## src/rtl/ebi_pkg.sv

```systemverilog
// Shared types, defaults and helpers for the EBI virtual-channel transmitter.
package ebi_pkg;

    typedef enum logic [1:0] {
        IDLE    = 2'd0,
        HEADER  = 2'd1,
        PAYLOAD = 2'd2
    } ebi_vc_state_e;

    localparam int unsigned EBI_CHANNEL_LENGTH_LIST [4] = '{64, 40, 24, 16};

    // Number of link beats needed to carry len bits over a width-bit bus.
    function automatic int unsigned beats(input int unsigned len, input int unsigned width);
        return (len + width - 1) / width;
    endfunction

endpackage

```

## src/rtl/ebi_rr_arbiter.sv

```systemverilog
// Round-robin arbiter: searches from the channel after the last granted one.
module ebi_rr_arbiter #(
    parameter  int CHANNEL_NUM = 4,
    localparam int IDX_W       = (CHANNEL_NUM > 1) ? $clog2(CHANNEL_NUM) : 1
) (
    input  logic                   clk,
    input  logic                   rst_n,
    input  logic [CHANNEL_NUM-1:0] req,
    input  logic                   advance,
    output logic                   gnt_vld,
    output logic [IDX_W-1:0]       gnt_idx
);

    logic [IDX_W-1:0] last_q;
    logic [IDX_W-1:0] cand;

    always_comb begin
        gnt_vld = 1'b0;
        gnt_idx = '0;
        cand    = '0;
        for (int i = 1; i <= CHANNEL_NUM; i++) begin
            cand = IDX_W'((int'(last_q) + i) % CHANNEL_NUM);
            if (!gnt_vld && req[cand]) begin
                gnt_vld = 1'b1;
                gnt_idx = cand;
            end
        end
    end

    // Pointer parks on the last channel so channel 0 wins first after reset.
    always_ff @(posedge clk or negedge rst_n) begin
        if (!rst_n) begin
            last_q <= IDX_W'(CHANNEL_NUM - 1);
        end else if (advance) begin
            last_q <= gnt_idx;
        end
    end

endmodule

```

## src/rtl/ebi_vc_tx.sv

```systemverilog
// Credit-based multi-VC transmitter: arbitrates VCs, then sends a header beat
// followed by the message LSB-first over a narrow link.
module ebi_vc_tx
    import ebi_pkg::*;
#(
    parameter int          CHANNEL_NUM        = 4,
    parameter int          CHANNEL_NUM_WIDTH  = 2,
    parameter int          MAX_MESSAGE_LENGTH = 64,
    parameter int          BUS_WIDTH          = 8,
    parameter int          CREDIT_DEPTH       = 2,
    parameter int unsigned CHANNEL_LENGTH_LIST [CHANNEL_NUM] = EBI_CHANNEL_LENGTH_LIST
) (
    input  logic                          bus_clk,
    input  logic                          rst_n,
    input  logic [MAX_MESSAGE_LENGTH-1:0] channel_hs_entry_i [CHANNEL_NUM],
    input  logic [CHANNEL_NUM-1:0]        channel_entry_valid_i,
    output logic [CHANNEL_NUM-1:0]        channel_push_ready_o,
    output logic                          bus_valid_o,
    output logic [BUS_WIDTH-1:0]          bus_data_o,
    input  logic                          credit_valid_i,
    input  logic [CHANNEL_NUM_WIDTH-1:0]  credit_vc_i,
    output logic                          credit_err_o,
    output logic                          busy_o
);

    localparam int MAX_BEATS = beats(MAX_MESSAGE_LENGTH, BUS_WIDTH);
    localparam int SHR_W     = MAX_BEATS * BUS_WIDTH;
    localparam int BCNT_W    = $clog2(MAX_BEATS + 1);

    ebi_vc_state_e                 state_q, state_d;
    logic [SHR_W-1:0]              shreg_q;
    logic [BCNT_W-1:0]             beat_cnt_q;
    logic [CHANNEL_NUM_WIDTH-1:0]  cur_vc_q;
    logic [3:0]                    credit_q [CHANNEL_NUM];
    logic [3:0]                    credit_d [CHANNEL_NUM];
    logic                          credit_err_q;
    logic                          credit_bad;
    logic [CHANNEL_NUM-1:0]        elig, take, give;
    logic                          arb_vld;
    logic [CHANNEL_NUM_WIDTH-1:0]  arb_idx;
    logic                          grant;
    logic [MAX_MESSAGE_LENGTH-1:0] len_mask [CHANNEL_NUM];

    for (genvar v = 0; v < CHANNEL_NUM; v++) begin : g_vc
        assign elig[v]     = channel_entry_valid_i[v] && (credit_q[v] != 4'd0);
        assign len_mask[v] = {MAX_MESSAGE_LENGTH{1'b1}} >> (MAX_MESSAGE_LENGTH - CHANNEL_LENGTH_LIST[v]);
    end

    ebi_rr_arbiter #(
        .CHANNEL_NUM(CHANNEL_NUM)
    ) u_arb (
        .clk    (bus_clk),
        .rst_n  (rst_n),
        .req    (elig),
        .advance(grant),
        .gnt_vld(arb_vld),
        .gnt_idx(arb_idx)
    );

    // rst_n gating keeps the combinational ready low while reset is held.
    assign grant        = rst_n && (state_q == IDLE) && arb_vld;
    assign busy_o       = (state_q != IDLE);
    assign credit_err_o = credit_err_q;

    always_ff @(posedge bus_clk or negedge rst_n) begin
        if (!rst_n) begin
            state_q <= IDLE;
        end else begin
            state_q <= state_d;
        end
    end

    always_comb begin
        state_d              = state_q;
        channel_push_ready_o = '0;
        bus_valid_o          = 1'b0;
        bus_data_o           = '0;
        unique case (state_q)
            IDLE: begin
                if (grant) begin
                    channel_push_ready_o[arb_idx] = 1'b1;
                    state_d                       = HEADER;
                end
            end
            HEADER: begin
                bus_valid_o = 1'b1;
                bus_data_o  = BUS_WIDTH'(cur_vc_q);
                state_d     = PAYLOAD;
            end
            PAYLOAD: begin
                bus_valid_o = 1'b1;
                bus_data_o  = shreg_q[BUS_WIDTH-1:0];
                if (beat_cnt_q <= BCNT_W'(1)) begin
                    state_d = IDLE;
                end
            end
            default: state_d = IDLE;
        endcase
    end

    // Entry is masked at capture so padding beats above the length are zero.
    always_ff @(posedge bus_clk or negedge rst_n) begin
        if (!rst_n) begin
            shreg_q    <= '0;
            beat_cnt_q <= '0;
            cur_vc_q   <= '0;
        end else if (grant) begin
            shreg_q    <= SHR_W'(channel_hs_entry_i[arb_idx] & len_mask[arb_idx]);
            beat_cnt_q <= BCNT_W'(beats(CHANNEL_LENGTH_LIST[arb_idx], BUS_WIDTH));
            cur_vc_q   <= arb_idx;
        end else if (state_q == PAYLOAD) begin
            shreg_q    <= shreg_q >> BUS_WIDTH;
            beat_cnt_q <= beat_cnt_q - BCNT_W'(1);
        end
    end

    always_comb begin
        for (int v = 0; v < CHANNEL_NUM; v++) begin
            take[v] = grant && (arb_idx == CHANNEL_NUM_WIDTH'(v));
            give[v] = credit_valid_i && (credit_vc_i == CHANNEL_NUM_WIDTH'(v));
        end
    end

    // A simultaneous return and consume cancel, so that case never overflows.
    always_comb begin
        credit_bad = credit_valid_i && (int'(credit_vc_i) >= CHANNEL_NUM);
        for (int v = 0; v < CHANNEL_NUM; v++) begin
            credit_d[v] = credit_q[v];
            if (give[v] && !take[v]) begin
                if (credit_q[v] >= 4'(CREDIT_DEPTH)) begin
                    credit_bad = 1'b1;
                end else begin
                    credit_d[v] = credit_q[v] + 4'd1;
                end
            end else if (take[v] && !give[v]) begin
                credit_d[v] = credit_q[v] - 4'd1;
            end
        end
    end

    always_ff @(posedge bus_clk or negedge rst_n) begin
        if (!rst_n) begin
            for (int v = 0; v < CHANNEL_NUM; v++) begin
                credit_q[v] <= 4'(CREDIT_DEPTH);
            end
            credit_err_q <= 1'b0;
        end else begin
            for (int v = 0; v < CHANNEL_NUM; v++) begin
                credit_q[v] <= credit_d[v];
            end
            if (credit_bad) begin
                credit_err_q <= 1'b1;
            end
        end
    end

endmodule

```

## config.mk

```make
export PLATFORM = sky130hd
export DESIGN_NAME = ebi_vc_tx
export DESIGN_NICKNAME = d
export VERILOG_FILES = /design/src/rtl/ebi_pkg.sv /design/src/rtl/ebi_rr_arbiter.sv /design/src/rtl/ebi_vc_tx.sv
export SDC_FILE = /design/constraint.sdc
export NUM_CORES = 1
export LEC_CHECK = 0
export ABC_AREA = 1
export BUFFER_PORTS_ARGS = -buffer_cell sky130_fd_sc_hd__buf_2
export CAP_MARGIN = 20
export CORE_MARGIN = 2
export CORE_UTILIZATION = 45
export DETAILED_ROUTE_END_ITERATION = 8
export PLACE_DENSITY = 0.8
export RECOVER_POWER = 100
export SLEW_MARGIN = 20
export SYNTH_ARGS = -nofsm -noshare
export SYNTH_HDL_FRONTEND = slang
export SYNTH_HIERARCHICAL = 1
export SYNTH_SLANG_ARGS = --single-unit
```

## constraint.sdc

```tcl
create_clock -name bus_clk -period 4.1 [get_ports bus_clk]
set_input_delay 0.41 -clock bus_clk [delete_from_list [all_inputs] [get_ports bus_clk]]
set_output_delay 0.41 -clock bus_clk [all_outputs]
set_load 0.005 [all_outputs]
```

==> results by group <==
Placement
  – DP HPWL: 15860 um
  – Port Buf Inserts: 247
  – Gp weighted congestion: just under 0.9
  – Dpl cell area: 0.007981 sq mm
  – Setup WS pre-CTS: about 0.35 ns

Synthesis
  – Yosys warns: 6
  – Post-synthesis compound-gate area fraction: 21.62%
  – Post-synth top area share: 31.79%
  – Commonest cells in the netlist: nand2_1, nor2_1, o21ai_0
  – EDFF count, synth: 0
  – Cell area after synthesis: around 0.0067 sq mm
  – Synth Area in XOR/XNOR: 1.047%
  – Adder-cell share of the synthesized area: 4.750%
  – Syn Nets: about 1300
  – Mean Syn Cell Area: 6.744 sq um
  – Post-synthesis mux area share: 0%
  – FF+latch count, synth: 91
  – Yosys cell types: 39
  – Synth Instances: slightly below 1000
  – Register area share after synthesis: 34.15%
  – Fraction of registers with async set/reset: 100.0%
  – Post-Synth Simple-Gate Area: 30.00%
  – Most frequent cell after synthesis: nand2_1
  – Largest area contributor in the netlist: dfrtp_1
  – Largest family of logic cells by synthesized area: simple AND/OR/NAND/NOR gates
  – Synth Flop Type: dfrtp_1
  – Synth area leaders: dfrtp_1, nand2_1, o21ai_0

Run status
  – Failing checks: max-capacitance violations, max-slew violations
  – Status: finished, violations left

Detailed routing
  – # DRC: 0
  – Avg WL per Cell: 15.26 um
  – Total Wirelength: approximately 21000 um
  – DR vias/cell: 5.312
  – DR pass1 iterations: 5
  – Vias: about 7400
  – Detail Route Antenna Nets: 0
  – First DRT Iteration DRCs: between 400 and 500

Clock tree
  – Sinks on Clock Net: 91
  – H-Tree Depth: 3
  – Worst-Skew Late Latency: 0.35 ns
  – TritonCTS clock tree: done
  – Clk slew on worst S/H paths: 0.08 ns
  – Root Driver: clkbuf_16
  – Total CTS buffers: 9
  – Max clock buf depth: 2

Hold path
  – Hold Path Class: primary input to flip-flop

STA
  – Period minus WS final: 3.666 ns
  – Min Hold Slack: about 0.36 ns
  – Setup ws final: 0.4345 ns
  – Unrepaired setup endpoints after global routing: false
  – Relative slew slack: -24.46%
  – Worst-margin pin slew: ~1.9 ns
  – Hold violation count in the final report: 0
  – Final setup fails: 0
  – Max Freq: approximately 0.27 GHz
  – Slew Limit Fails: 73
  – Layout Skew: 0.006594 ns
  – TNS Setup: 0 ns
  – Part of the cycle the worst path needs: 89.40%

Setup path
  – Critical path peak fanout: 32
  – Worst setup path endpoint: credit_q[15]
  – FF-to-FF Start: credit_q[13]
  – Startpoint types: flip-flop
  – Flop2flop setup slack: ~0.43 ns
  – WP data required: about 4.3 ns
  – Reg2reg path depth: 22
  – R2r endpoint: credit_q[15]
  – WP data arrival: 3.91 ns
  – Worst setup EP type: flip-flop
  – CP Class: flip-flop to flip-flop
  – CP Launch Point: credit_q[13]

Final layout
  – Area occupied by multi-input gates: 0.003819 sq mm
  – Share of cells above drive strength 1: roughly a quarter
  – FF+latch area: roughly 0.0023 sq mm
  – Filler cells: 1446
  – Design Area, Final: 0.008249 sq mm
  – Area Overhead vs Synth: 23.30%
  – Nets: 1492

Global route
  – Initial antenna violation count: 1
  – GRT Total Usage: 26.63%
  – Largest net degree at the start of global routing: 111
  – GRT Residual Overflow: 0
  – Global-route wire length before repair: 33980 um
  – Vias in the first global route: 6909

Pwr
  – Max VDD drop: 0.5215 mV
  – Pwr Density: 966.7 mW/mm^2
  – Overall power: roughly 8.0 mW
  – Leak pwr: approximately 4.1 nW

Floorplan
  – Die width: 125.9 um
  – Cell Rows: 44
  – Ports: 280
  – Die height: 125.9 um
  – Die ar.: 0.01586 sq mm
  – Starting density of the core: between 40 and 50%
  – Core area: 0.01453 sq mm

Job
  – Max Cap Viol: 1
-- registers in the layout, summed over array words and instances (netlist names) --
register and cells:
cur_vc_q 2, u_arb/last_q 2, credit_err_o 1, state_q 2, beat_cnt_q 4, credit_q 16, shreg_q 64
-- worst min path at each step --
stage | end | cells past startpoint | slack, ns | start
after floorplan | beat_cnt_q[0] | 0 | 0.11 | rst_n
after global placement | credit_q[7] | 1 | 0.33 | rst_n
after detailed placement | credit_q[7] | 1 | 0.33 | rst_n
after CTS | shreg_q[31] | 3 | 0.36 | channel_hs_entry_i[223]
after global routing | shreg_q[31] | 3 | 0.36 | channel_hs_entry_i[223]
final | shreg_q[31] | 3 | 0.36 | channel_hs_entry_i[223]
-- power breakdown --
| group | switching (mW) | internal, mW | leakage [nW] | total (mW) |
|---|---|---|---|---|
| sequential | 0.279 | 1.37 | 1.08 | 1.65 |
| clock | 0.422 | 0.436 | 0.147 | 0.858 |
| combinational | 3.70 | 1.76 | 2.91 | 5.47 |
-- per-stage QoR --
step	cells	util, %
after global placement	1376	54.92
after detailed placement	1376	54.92
final	1394	56.76
after CTS	1393	57.12
after global routing	1394	56.76
after floorplan	992	-
-- worst max-delay path: stages, from the launching register on --
cell	delay [ns]
dfstp_2	0.58
nor2_1	0.09
a21boi_0	0.24
nand2_1	0.08
nand2_1	0.11
nand2_1	0.12
nand2_4	0.11
nor2_1	0.05
a21oi_2	0.18
nand3_4	0.19
inv_4	0.30
ha_1	0.22
nand2_1	0.13
nand2_1	0.24
ha_1	0.31
nand2_1	0.08
nand2_1	0.04
nor2_1	0.15
inv_1	0.05
nand2_1	0.08
nand3_1	0.08
nand2_1	0.07
nand2_1	0.04
-- final cells by class --
| type | instances | share of cell area, % |
|---|---|---|
| flip-flops and latches | 91 | 27.70 |
| diodes | 1 | 0.03034 |
| clock buffers | 9 | 2.730 |
| multi-input cells | 773 | 46.29 |
| inverters | 66 | 3.094 |
| repair buffers | 263 | 16.34 |
| clock inverters | 7 | 1.031 |
| well taps | 184 | 2.791 |
-- repair_timing --
| item | in CTS | in global routing |
|---|---|---|
| hold buffers | 1 | 0 |
| resized for setup | 0 | 3 |
| buffers inserted | 0 | 0 |
| setup endpoints to repair | 0 | 2 |
| hold endpoints to repair | 18 | 0 |
-- cell usage in the layout, fill, tap and decap left out, drive strengths merged --
cell type	n
buf	245
nand2	217
o21ai	169
nor2	165
dfrtp	85
inv	69
a21oi	60
nand3	59
clkbuf	26
o211ai	19
ha	19
or2	16
nand4	12
o22ai	10
xor2	8
dfstp	6
a22oi	5
fa	4
clkinv	3
o31a	2
a21boi	2
nor3	2
o21a	2
diode	1
a31oi	1
clkinvlp	1
dlygate4sd3	1
nand3b	1
-- routing by layer --
metal  vias up  share of wire [%]  GRT usage [%]
li1       3706                  -              -
met4         0                3.6          10.47
met2       260                 48          45.70
met3        45                5.8          4.333
met5         -                  0              0
met1      3394                 42          33.63
-- cells by family (layout without fill, tap and decap cells) --
kind of cell | count (synthesis) | in the layout
adder cells (fa/ha/maj) | 23 | 23
other | 0 | 1
AO/OA/AOI/OAI | 270 | 270
flip-flops | 91 | 91
XOR/XNOR | 8 | 8
buffers and inverters | 128 | 345
AND/OR/NAND/NOR | 472 | 472
Power figures use the tool's default switching activity.
